==> src/rtl/pc_pkg.sv <==
// pc_pkg: shared next-PC select encodings and select-width helper
package pc_pkg;
  localparam int PC_SRC_SEQ = 0;
  localparam int PC_SRC_RET = 1;
  localparam int PC_SRC_TGT_BASE = 2;
  function automatic int sel_w(input int num_targets);
    return $clog2(num_targets + PC_SRC_TGT_BASE);
  endfunction
endpackage

==> src/rtl/pc_ras.sv <==
// pc_ras: circular return-address stack with top pointer, count and error events
module pc_ras #(
  parameter int WIDTH = 16,
  parameter int RAS_DEPTH = 8,
  localparam int CW = $clog2(RAS_DEPTH + 1),
  localparam int PW = $clog2(RAS_DEPTH)
) (
  input  logic             clock,
  input  logic             reset_n,
  input  logic             push,
  input  logic             pop,
  input  logic [WIDTH-1:0] push_data,
  output logic [WIDTH-1:0] top,
  output logic [CW-1:0]    count,
  output logic             empty,
  output logic             full,
  output logic             overflow_evt,
  output logic             underflow_evt
);
  logic [WIDTH-1:0] r_mem [RAS_DEPTH];
  logic [PW-1:0] r_tp;
  logic [CW-1:0] r_cnt;
  logic w_pop;
  logic w_swap;
  assign empty = r_cnt == '0;
  assign full = r_cnt == CW'(RAS_DEPTH);
  assign count = r_cnt;
  assign top = empty ? '0 : r_mem[r_tp];
  assign w_pop = pop & ~empty;
  // push+pop together replaces the top slot in place, so depth never changes
  assign w_swap = push & w_pop;
  assign overflow_evt = push & ~w_pop & full;
  assign underflow_evt = pop & empty;
  always_ff @(posedge clock or negedge reset_n) begin
    if (!reset_n) begin
      r_tp <= '0;
      r_cnt <= '0;
    end else if (push && !w_swap) begin
      r_tp <= r_tp + PW'(1);
      r_cnt <= full ? r_cnt : r_cnt + CW'(1);
    end else if (w_pop && !w_swap) begin
      r_tp <= r_tp - PW'(1);
      r_cnt <= r_cnt - CW'(1);
    end
  end
  always_ff @(posedge clock) begin
    if (push) r_mem[w_swap ? r_tp : r_tp + PW'(1)] <= push_data;
  end
endmodule

==> src/rtl/pc_unit.sv <==
// pc_unit: program counter with next-PC select, return-address stack and sticky stack errors
module pc_unit import pc_pkg::*; #(
  parameter int WIDTH = 16,
  parameter int STEP = 2,
  parameter logic [WIDTH-1:0] RESET_VECTOR = '0,
  parameter int NUM_TARGETS = 6,
  parameter int RAS_DEPTH = 8,
  localparam int SEL_W = sel_w(NUM_TARGETS),
  localparam int CW = $clog2(RAS_DEPTH + 1)
) (
  input  logic                         clock,
  input  logic                         reset_n,
  input  logic                         pc_write,
  input  logic [SEL_W-1:0]             pc_src,
  input  logic [NUM_TARGETS*WIDTH-1:0] target_bus,
  input  logic                         call,
  input  logic                         clear_flags,
  output logic [WIDTH-1:0]             pc_cur,
  output logic [WIDTH-1:0]             ras_top,
  output logic [CW-1:0]                ras_count,
  output logic                         ras_empty,
  output logic                         ras_full,
  output logic                         ras_overflow,
  output logic                         ras_underflow
);
  logic [WIDTH-1:0] r_pc;
  logic r_ovf;
  logic r_unf;
  logic [WIDTH-1:0] w_seq;
  logic [WIDTH-1:0] w_tgt;
  logic [WIDTH-1:0] w_next;
  logic w_hit;
  logic w_ret;
  logic w_ovf_evt;
  logic w_unf_evt;
  assign w_seq = r_pc + WIDTH'(STEP);
  assign w_ret = pc_src == SEL_W'(PC_SRC_RET);
  always_comb begin
    w_tgt = '0;
    w_hit = 1'b0;
    for (int k = 0; k < NUM_TARGETS; k++)
      if (pc_src == SEL_W'(PC_SRC_TGT_BASE + k)) begin
        w_tgt = target_bus[k*WIDTH +: WIDTH];
        w_hit = 1'b1;
      end
  end
  // a return on an empty stack holds the PC; unused select codes fall back to sequential
  assign w_next = w_ret ? (ras_empty ? r_pc : ras_top) : w_hit ? w_tgt : w_seq;
  pc_ras #(.WIDTH(WIDTH), .RAS_DEPTH(RAS_DEPTH)) u_ras (
    .clock(clock),
    .reset_n(reset_n),
    .push(pc_write & call),
    .pop(pc_write & w_ret),
    .push_data(w_seq),
    .top(ras_top),
    .count(ras_count),
    .empty(ras_empty),
    .full(ras_full),
    .overflow_evt(w_ovf_evt),
    .underflow_evt(w_unf_evt)
  );
  always_ff @(posedge clock or negedge reset_n) begin
    if (!reset_n) begin
      r_pc <= RESET_VECTOR;
      r_ovf <= 1'b0;
      r_unf <= 1'b0;
    end else begin
      if (pc_write) r_pc <= w_next;
      r_ovf <= w_ovf_evt | (r_ovf & ~clear_flags);
      r_unf <= w_unf_evt | (r_unf & ~clear_flags);
    end
  end
  assign pc_cur = r_pc;
  assign ras_overflow = r_ovf;
  assign ras_underflow = r_unf;
endmodule

==> config.mk <==
export PLATFORM = sky130hd
export DESIGN_NAME = pc_unit
export DESIGN_NICKNAME = d
export VERILOG_FILES = /design/src/rtl/pc_pkg.sv /design/src/rtl/pc_ras.sv /design/src/rtl/pc_unit.sv
export SDC_FILE = /design/constraint.sdc
export NUM_CORES = 1
export LEC_CHECK = 0
export BUFFER_PORTS_ARGS = -buffer_cell sky130_fd_sc_hd__buf_2
export CAP_MARGIN = 0
export CORE_MARGIN = 2
export CORE_UTILIZATION = 60
export DETAILED_ROUTE_END_ITERATION = 12
export HOLD_SLACK_MARGIN = 0.05
export MAX_ROUTING_LAYER = met4
export PLACE_DENSITY = 0.85
export SYNTH_ARGS = -nofsm -noshare
export SYNTH_HDL_FRONTEND = slang
export SYNTH_HIERARCHICAL = 1
export SYNTH_SLANG_ARGS = --single-unit
==> constraint.sdc <==
create_clock -name clock -period 8.15 [get_ports clock]
set_input_delay 0.4075 -clock clock [delete_from_list [all_inputs] [get_ports clock]]
set_output_delay 0.4075 -clock clock [all_outputs]
set_load 0.02 [all_outputs]
==> flow_summary.ini, run 1 <==
[run_status]
outcome = complete, no violations

[synthesis]
synth_edf_count = 128
syn_area_per_cell_sq_um = 14.15
ys.flop_type = edfxtp_1
synth_top_area_cell = edfxtp_1
ys_seq_area_frac = 0.5796
synth_cell_type_count = 72
synth_area_sq_um = 7711
yosys_warnings = 6
synth_top_cell_area_share = 0.4985
ys_ff_latch = 153
postSynthCellCount = 545
ys_async_sr_fraction = 0.1634
syn_nets = 658
synth_area_leaders = edfxtp_1, mux4_2, dfrtp_1

[job]
drv_cap = 0

[worst_hold_path]
hold_path.class = input pin to flip-flop
holdPathStages = 3
hp-start = clear_flags
hold-path-endpoint = ras_underflow

[placement]
post-place-cells = 838
io_buffers = 143
place_congestion = 0.9274
dp_hpwl_microns = 13720

[worst_setup_path]
startpoint_type = flip-flop
critPathMaxStageDelay_ps = 1110
crit_chain = nor4_4 -> nand2b_1 -> ha_1 -> inv_1 -> ha_1 -> and4bb_1 -> a311oi_2 -> mux2i_1 -> xnor2_1
crit_arrival_ps = 4050
crit_fanout = 22
slowest_stage = nor4_4
crit_start = u_ras/count[1]
worst_path_most_repeated_cell = ha_1
cp-end-kind = flip-flop
crit_type = flip-flop to flip-flop
r2r-start = u_ras/count[1]
regToRegEndpoint = u_ras/count[3]
required_ps = 8490
rr_worst_depth = 9
rrSetupSlack_ps = 4450

[clocking]
clk_pin_slew_worst_paths_ps = 60
cts_root_buffer = clkbuf_16
cts_resized = 0
cts_tree = yes
htreeDepth = 4
hold_buffers = 1
insertion_delay_ps = 420
cts_made_buffers = 17
clock-sinks = 153
cts_buffer_depth = 2
cts_setup_buffers = 0

[sta]
setup_viol = 0
finalClockSkew_ps = 9.101
slew-limit-headroom = 0.1707
fin_tns_setup_ps = 0
rsz0062_at_grt = no
fin_crit_ps = 3705
tightest_slew_ps = 1235
hold_violations = 0
fin_crit_sh = 0.4546
max_freq_ghz = 0.2699
slew_viol_final = 0

[finish]
diodes = 0
area_growth_pct = 18.34
nets = 799
drive_above_1_share = 0.3476
layout_commonest_cell = buf_2
utilization = 0.7260
final_cell_mix = buf_2, edfxtp_1, nor2_1
final_cell_count_no_fill = 871

[pwr]
p_total_mw = 2.854
powerDensity_nw_per_um2 = 312.8
vdd_ir_drop_max_v = 0.0002125
leakage_nw = 3.524

[global_route]
grt_remaining_overflow = 0
grt_max_degree = 50
grt_pass1_wl_microns = 31480
grt_usage = 0.3138
grt_pass1_vias = 5557
antenna_found_initial = 0

[floorplanning]
std_cell_rows = 41
core_area_sq_um = 12570
die_y_microns = 117.4
initial_utilization = 0.6135
io-pin-count = 144
dieArea_sq_um = 13770
die_w_microns = 117.4

[detailed_routing]
wl_met3_microns = 1934
routedWlPerCell_microns = 23.58
top_layer = met4
wl_met2_microns = 10280
wl_microns = 20540
drc_errors = 0
dr.first_iter.drc_count = 720
vias_per_cell = 6.421
vias = 5593
wl_met1_microns = 7693
drt_first_pass_iters = 5
ant_nets = 0
==> metrics by stage <==
| stage | hold slack, ps | worst slack [ps] | cell area (sq um) |
|---|---|---|---|
| 6_report | 283.1 | 4445 | 9125 |
| 5_1_grt | 292.8 | 4282 | 9125 |
| 4_1_cts | 276.0 | 4481 | 9125 |
| 3_5_place_dp | 458.8 | 4547 | 8511 |
| 3_3_place_gp | 438.9 | 4772 | 8511 |
| 2_1_floorplan | 111.9 | 5045 | 7711 |
==> sequential cells by signal, indices dropped and copies added (netlist names) <==
| name | count |
|---|---|
| pc_cur | 16 |
| ras_overflow | 1 |
| ras_underflow | 1 |
| u_ras/count | 4 |
| u_ras/r_mem | 128 |
| u_ras/r_tp | 3 |
==> cells in the mapped netlist, types with 4 or more instances <==
cell       instances
ha_1               9
nor2_1            44
xor2_1            11
a21oi_1           19
and3_1             4
dfrtp_1           25
and2_1             7
a21o_1             4
nand3_1            5
buf_6              7
o21ai_1            4
o21ai_0           26
buf_2             16
a22o_1             6
mux4_2            37
nand2b_1           8
o2bb2ai_1          5
nor2b_1            6
edfxtp_1         128
nand2_1           24
a211oi_1           5
clkbuf_1           4
inv_1             14
buf_4              6
a22oi_1            6
xnor2_1           10
mux2i_1           31
nor3_1             8
==> cell families after synthesis <==
| logic type | Yosys count | synth area share |
|---|---|---|
| DFF | 153 | 0.5796 |
| and+or+nand+nor | 130 | 0.09281 |
| AOI/OAI and AO/OA | 109 | 0.09590 |
| muxes | 72 | 0.1561 |
| buffers and inverters | 51 | 0.03716 |
| xor gates and xnor gates | 21 | 0.02385 |
| adders and majority gates | 9 | 0.01460 |
==> power by group <==
group	switching, mW	internal, mW	leakage, nW
Combinational	0.595	0.364	1.78
Clock	0.311	0.483	0.288
Sequential	0.109	0.992	1.45
==> critical path, delay by kind of cell, from the launching register on <==
family	cells	cell delay, ps
flops	1	520
buf+inv	1	130
fa+ha+maj	2	710
xor+xnor	1	140
mux	1	260
compound gates	1	260
simple gates	3	1620
==> per-layer routing <==
layer	GRT usage	vias up
met4	0.1182	0
met3	0.07150	54
li1	-	2392
met5	-	-
met2	0.4927	367
met1	0.4047	2780
==> worst max-delay path by stage <==
stage / depth (start not counted) / slack [ps] / end
finish: 9 / 4450 / u_ras/count[3]
global route: 9 / 4280 / u_ras/count[3]
CTS: 9 / 4480 / u_ras/count[3]
detailed placement: 9 / 4550 / u_ras/count[3]
global placement: 9 / 4770 / u_ras/count[3]
floorplan: 9 / 5050 / u_ras/r_mem[4][0]
==> cell type report <==
| cell class | instances | area [sq um] |
|---|---|---|
| repair buffers | 156 | 815.8 |
| multi-input cells | 341 | 2955 |
| flip-flops and latches | 153 | 4471 |
| clock buffers | 18 | 429.2 |
| inverters | 17 | 63.81 |
| fillers | 816 | 3443 |
| well taps | 172 | 215.2 |
| clock inverters | 14 | 175.2 |
No activity file was read; power rests on OpenSTA's default activity.
==> run 2: changes to the inputs <==
--- a/config.mk
+++ b/config.mk
@@ -8,11 +8,11 @@
 export BUFFER_PORTS_ARGS = -buffer_cell sky130_fd_sc_hd__buf_2
 export CAP_MARGIN = 0
 export CORE_MARGIN = 2
-export CORE_UTILIZATION = 60
+export CORE_UTILIZATION = 56
 export DETAILED_ROUTE_END_ITERATION = 12
 export HOLD_SLACK_MARGIN = 0.05
 export MAX_ROUTING_LAYER = met4
-export PLACE_DENSITY = 0.85
+export PLACE_DENSITY = 0.8
 export SYNTH_ARGS = -nofsm -noshare
 export SYNTH_HDL_FRONTEND = slang
 export SYNTH_HIERARCHICAL = 1
==> constraint.sdc (replaced) <==
create_clock -name clock -period 3.55 [get_ports clock]
set_input_delay 0.1775 -clock clock [delete_from_list [all_inputs] [get_ports clock]]
set_output_delay 0.1775 -clock clock [all_outputs]
set_load 0.02 [all_outputs]
==> run 2 against run 1 <==
Critical path depth did not move; via count fell by 3.3%; final cell count rose by 1.3%; final area rose by 0.63%; critical endpoint unchanged; largest power group unchanged; highest routed layer unchanged.
==> flow_summary.ini, run 2 (synthesis gave the netlist of run 1 again) <==
[finish]
largest_reg_flops = 128
final_cell_mix = buf_2, edfxtp_1, nor2_1
multi_input_area_sq_um = 2955
layout_commonest_cell = buf_2
diodes = 0
top_register = u_ras/r_mem
drive_above_1_share = 0.3555
seq_area_sq_um = 4471
nets = 806
area_growth_pct = 19.08
fillers = 933
utilization = 0.6879

[sta]
fin_tns_setup_ps = 0
finalClockSkew_ps = 9.608
setup_viol = 0
tightest_slew_ps = 915.1
slew-limit-headroom = 0.3887
slew_viol_final = 0
fin_crit_ps = 2892
fin_crit_sh = 0.8147
rsz0062_at_grt = no
hold_violations = 0
max_freq_ghz = 0.3458

[clocking]
cts_tree = yes
htreeDepth = 4
insertion_delay_ps = 420
cts_buffer_depth = 2
cts_resized = 0
clk_pin_slew_worst_paths_ps = 70
clock-sinks = 153
cts_made_buffers = 17
hold_buffers = 2
cts_root_buffer = clkbuf_16
cts_setup_buffers = 0

[worst_setup_path]
crit_type = flip-flop to flip-flop
crit_chain = nor4_4 -> nand2b_1 -> ha_1 -> inv_1 -> ha_1 -> and4bb_1 -> a311oi_2 -> mux2i_1 -> xnor2_1
startpoint_type = flip-flop
cp-end-kind = flip-flop
critPathMaxStageDelay_ps = 520
crit_fanout = 8
worst_path_most_repeated_cell = ha_1
crit_arrival_ps = 3220
slowest_stage = dfrtp_1
required_ps = 3880
cp.buffers_inverters = 1
crit_family = simple AND/OR/NAND/NOR gates

[global_route]
antenna_found_initial = 0
grt_pass1_wl_microns = 29860
grt_pass1_vias = 5448
grt_remaining_overflow = 0
grt_usage = 0.2850
grt_max_degree = 49

[floorplanning]
initial_utilization = 0.5777
core_area_sq_um = 13350
dieArea_sq_um = 14720
die_w_microns = 121.3
io-pin-count = 144
std_cell_rows = 42
die_y_microns = 121.3

[detailed_routing]
drc_errors = 0
drt_first_pass_iters = 7
wl_microns = 19720
vias = 5410
routedWlPerCell_microns = 22.35
dr.first_iter.drc_count = 527
vias_per_cell = 6.134
ant_nets = 0

[pwr]
swShare = 0.3571
leakage_nw = 3.561
seq_power_share = 0.386
combPwrFrac = 0.335
internal_power_mw = 4.192
clock_power_share = 0.280
power.switching_mw = 2.329
powerDensity_nw_per_um2 = 710.1
vdd_ir_drop_max_v = 0.0007945

[run_status]
outcome = complete, no violations

[placement]
dp_hpwl_microns = 13950
place_congestion = 0.9124
io_buffers = 143

[job]
drv_cap = 0

[worst_hold_path]
hold_path.class = input pin to flip-flop
run 2: cell types whose count changed in the layout (fill, tap and decap cells not counted), sizes merged:
cell,previous run,this run
inv,17,26
clkbuf,18,17
dlygate4sd3,1,2
clkinv,9,2
bufinv,3,2
buf,155,161
run 2: worst paths after layout:
kind	slack, ps	start	cells after the start	end
min in group asynchronous	310	reset_n	2	u_ras/r_tp[1]
worst min register to register	490	ras_underflow	1	ras_underflow
worst min-delay path	200	target_bus[70]	5	pc_cur[6]
worst max register to register	660	u_ras/count[1]	9	u_ras/count[3]
worst max-delay path	660	u_ras/count[1]	9	u_ras/count[3]
max in group asynchronous	2800	reset_n	2	u_ras/r_tp[0]
run 2: area by class of cell:
type,count,share of cell area
Sequential cell,153,0.4869
Multi-Input combinational cell,341,0.3218
Timing Repair Buffer,163,0.09484
Clock buffer,17,0.04633
Tap cell,176,0.02398
Clock inverter,15,0.01921
Inverter,17,0.006949
run 2: tightest hold or removal path, delay by kind of cell:
kind / cells / cell delay [ps]
buffers and inverters: 1 / 70
and+or+nand+nor: 1 / 40
AOI/OAI and AO/OA: 3 / 290
run 2: power by group through the flow:
stage                     clock (mW)  combinational [mW]  sequential, mW
after floorplan                    0                1.47            2.51
after global placement             0                2.11            2.53
after detailed placement           0                2.16            2.54
after CTS                       1.85                2.18            2.51
after global routing            1.93                2.33            2.54
final                           1.82                2.18            2.51
run 2: stage by stage:
stage | hold WS, ps | setup slack, ps | instances | power [mW] | area [sq um]
finish | 200.6 | 657.8 | 882 | 6.520 | 9183
detailed placement | 224.5 | 667.7 | 848 | 4.700 | 8561
CTS | 182.8 | 628.1 | 882 | 6.541 | 9183
global route | 212.5 | 509.4 | 882 | 6.807 | 9183
global placement | 213.7 | 766.7 | 848 | 4.633 | 8561
floorplan | -118.1 | 445.3 | 545 | 3.980 | 7711
run 2: routing by layer:
metal,vias up,track usage,share of wire
li1,2410,-,-
met1,2699,0.3795,0.40
met2,267,0.4396,0.50
met3,34,0.07801,0.078
met4,0,0.07687,0.019
met5,-,-,0
==> run 3: changes to the inputs <==
--- a/config.mk
+++ b/config.mk
@@ -8,11 +8,11 @@
 export BUFFER_PORTS_ARGS = -buffer_cell sky130_fd_sc_hd__buf_2
 export CAP_MARGIN = 0
 export CORE_MARGIN = 2
-export CORE_UTILIZATION = 56
+export CORE_UTILIZATION = 51
 export DETAILED_ROUTE_END_ITERATION = 12
 export HOLD_SLACK_MARGIN = 0.05
 export MAX_ROUTING_LAYER = met4
-export PLACE_DENSITY = 0.8
+export PLACE_DENSITY = 0.77
 export SYNTH_ARGS = -nofsm -noshare
 export SYNTH_HDL_FRONTEND = slang
 export SYNTH_HIERARCHICAL = 1
==> constraint.sdc (replaced) <==
create_clock -name clock -period 2.43 [get_ports clock]
set_input_delay 0.1215 -clock clock [delete_from_list [all_inputs] [get_ports clock]]
set_output_delay 0.1215 -clock clock [all_outputs]
set_load 0.02 [all_outputs]
==> run 3 against run 2 <==
Die area up 9.5%; largest cell class unchanged; combinational power up 67%; critical endpoint is now ras_top[8]; critical path type is now flip-flop to primary output; power up 51%.
==> flow_summary.ini, run 3 (synthesis gave the netlist of run 1 again) <==
[finish]
utilization = 0.6581
top_register = u_ras/r_mem
final_cell_mix = buf_2, edfxtp_1, mux4_2
largest_reg_flops = 128
nets = 831
layout_commonest_cell = buf_2
fillers = 1060
diodes = 0
finalInstanceArea_sq_um = 9637
final_cell_count_no_fill = 914
drive_above_1_share = 0.4000
area_growth_pct = 24.97

[clocking]
insertion_delay_ps = 420
clk_pin_slew_worst_paths_ps = 60
clock-sinks = 153
cts_root_buffer = clkbuf_16
cts_buffer_depth = 2
htreeDepth = 4
cts_made_buffers = 17
cts_tree = yes

[global_route]
grt_pass1_wl_microns = 30550
grt_usage = 0.2614
grt_max_degree = 49
antenna_found_initial = 0
grt_pass1_vias = 5489
grt_remaining_overflow = 0

[job]
drv_cap = 0

[worst_setup_path]
crit_end = ras_top[8]
cp_num_cells = 5
crit_type = flip-flop to primary output
r2r-start = u_ras/count[0]
crit_fanout = 19
cp.buffers_inverters = 2
cp-end-kind = primary output
crit_start = u_ras/r_tp[0]
required_ps = 2310
crit_family = multiplexers
regToRegEndpoint = u_ras/count[3]
crit_chain = buf_12 -> mux4_2 -> mux2i_1 -> nor2_1 -> buf_2
rrSetupSlack_ps = 100
critPathMaxStageDelay_ps = 520
rr_worst_depth = 9
slowest_stage = mux4_2
crit_arrival_ps = 2270
startpoint_type = flip-flop

[sta]
max_freq_ghz = 0.4189
tightest_slew_ps = 829.2
setup_viol = 0
hold_violations = 0
fin_crit_ps = 2387
slew-limit-headroom = 0.4439
slew_viol_final = 0
rsz0062_at_grt = no
fin_tns_setup_ps = 0
fin_crit_sh = 0.9825
finalWorstSetupSlack_ps = 42.64
finalClockSkew_ps = 10.98

[detailed_routing]
vias = 5533
drc_errors = 0
dr.first_iter.drc_count = 415
vias_per_cell = 6.054
wl_microns = 20230
ant_nets = 0
drt_first_pass_iters = 5
routedWlPerCell_microns = 22.13

[floorplanning]
die_w_microns = 127.0
std_cell_rows = 44
initial_utilization = 0.5266
io-pin-count = 144
dieArea_sq_um = 16120
die_y_microns = 127.0
core_area_sq_um = 14640

[placement]
io_buffers = 143
post-place-cells = 878
place_congestion = 0.9930
placed_area_sq_um = 9016
dp_hpwl_microns = 14530
dp_slack_ps = 97.51

[worst_hold_path]
hold_path.class = input pin to flip-flop

[run_status]
outcome = complete, no violations

[pwr]
internal_power_mw = 6.383
vdd_ir_drop_max_v = 0.0007338
clock_power_share = 0.259
leakage_nw = 3.706
swShare = 0.3520
seq_power_share = 0.371
power.switching_mw = 3.467
powerDensity_nw_per_um2 = 1022
combPwrFrac = 0.370
[run 3: metrics by stage]
stage                     hold slack (ps)  total power, mW
after floorplan                    -174.1            5.983
after global placement              163.0            7.185
after detailed placement            170.3            7.297
after CTS                           128.7            9.848
after global routing                149.0            10.22
final                               137.7            9.850
[run 3: layout make-up]
cell class	instances	area, sq um	share of cell area
sequential	153	4474	0.4643
multi-input combinational	341	3095	0.3212
timing repair buffer	188	1200	0.1245
clock buffer	17	425.4	0.04414
tap	184	230.2	0.02389
clock inverter	14	147.6	0.01532
inverter	17	63.81	0.006622
[run 3: worst min path at each step]
stage,start,endpoint,cells past startpoint
after global routing,target_bus[85],pc_cur[5],4
after global placement,reset_n,u_ras/r_tp[2],1
after detailed placement,reset_n,u_ras/r_tp[2],1
after floorplan,reset_n,pc_cur[0],0
final,target_bus[85],pc_cur[5],4
after CTS,target_bus[85],pc_cur[5],4
[run 3: timing repair]
action | CTS | global route
setup buffers | 0 | 3
gates resized for setup | 0 | 2
setup endpoints to repair | 0 | 8
hold buffers | 2 | 0
hold endpoints to repair | 27 | 0
[run 3: routing by layer]
layer	wire (microns)	part of all wire	GRT usage	vias to the layer above
met1	8424	0.42	0.3577	2814
met2	9966	0.49	0.4045	218
li1	-	-	-	2464
met4	465	0.023	0.06981	0
met5	0	0	-	-
met3	1369	0.068	0.05441	37
[run 3: worst min-delay path, delay by kind of cell]
family / cells / cell delay (ps)
compound gates: 3 / 310
buf+inv: 1 / 80
[run 3: power groups by stage]
stage          clock network, mW  registers (mW)  logic (mW)
6_report                    2.55            3.65        3.65
5_1_grt                     2.67            3.69        3.87
4_1_cts                     2.57            3.66        3.62
3_5_place_dp                   0            3.70        3.59
3_3_place_gp                   0            3.68        3.51
2_1_floorplan                  0            3.66        2.32
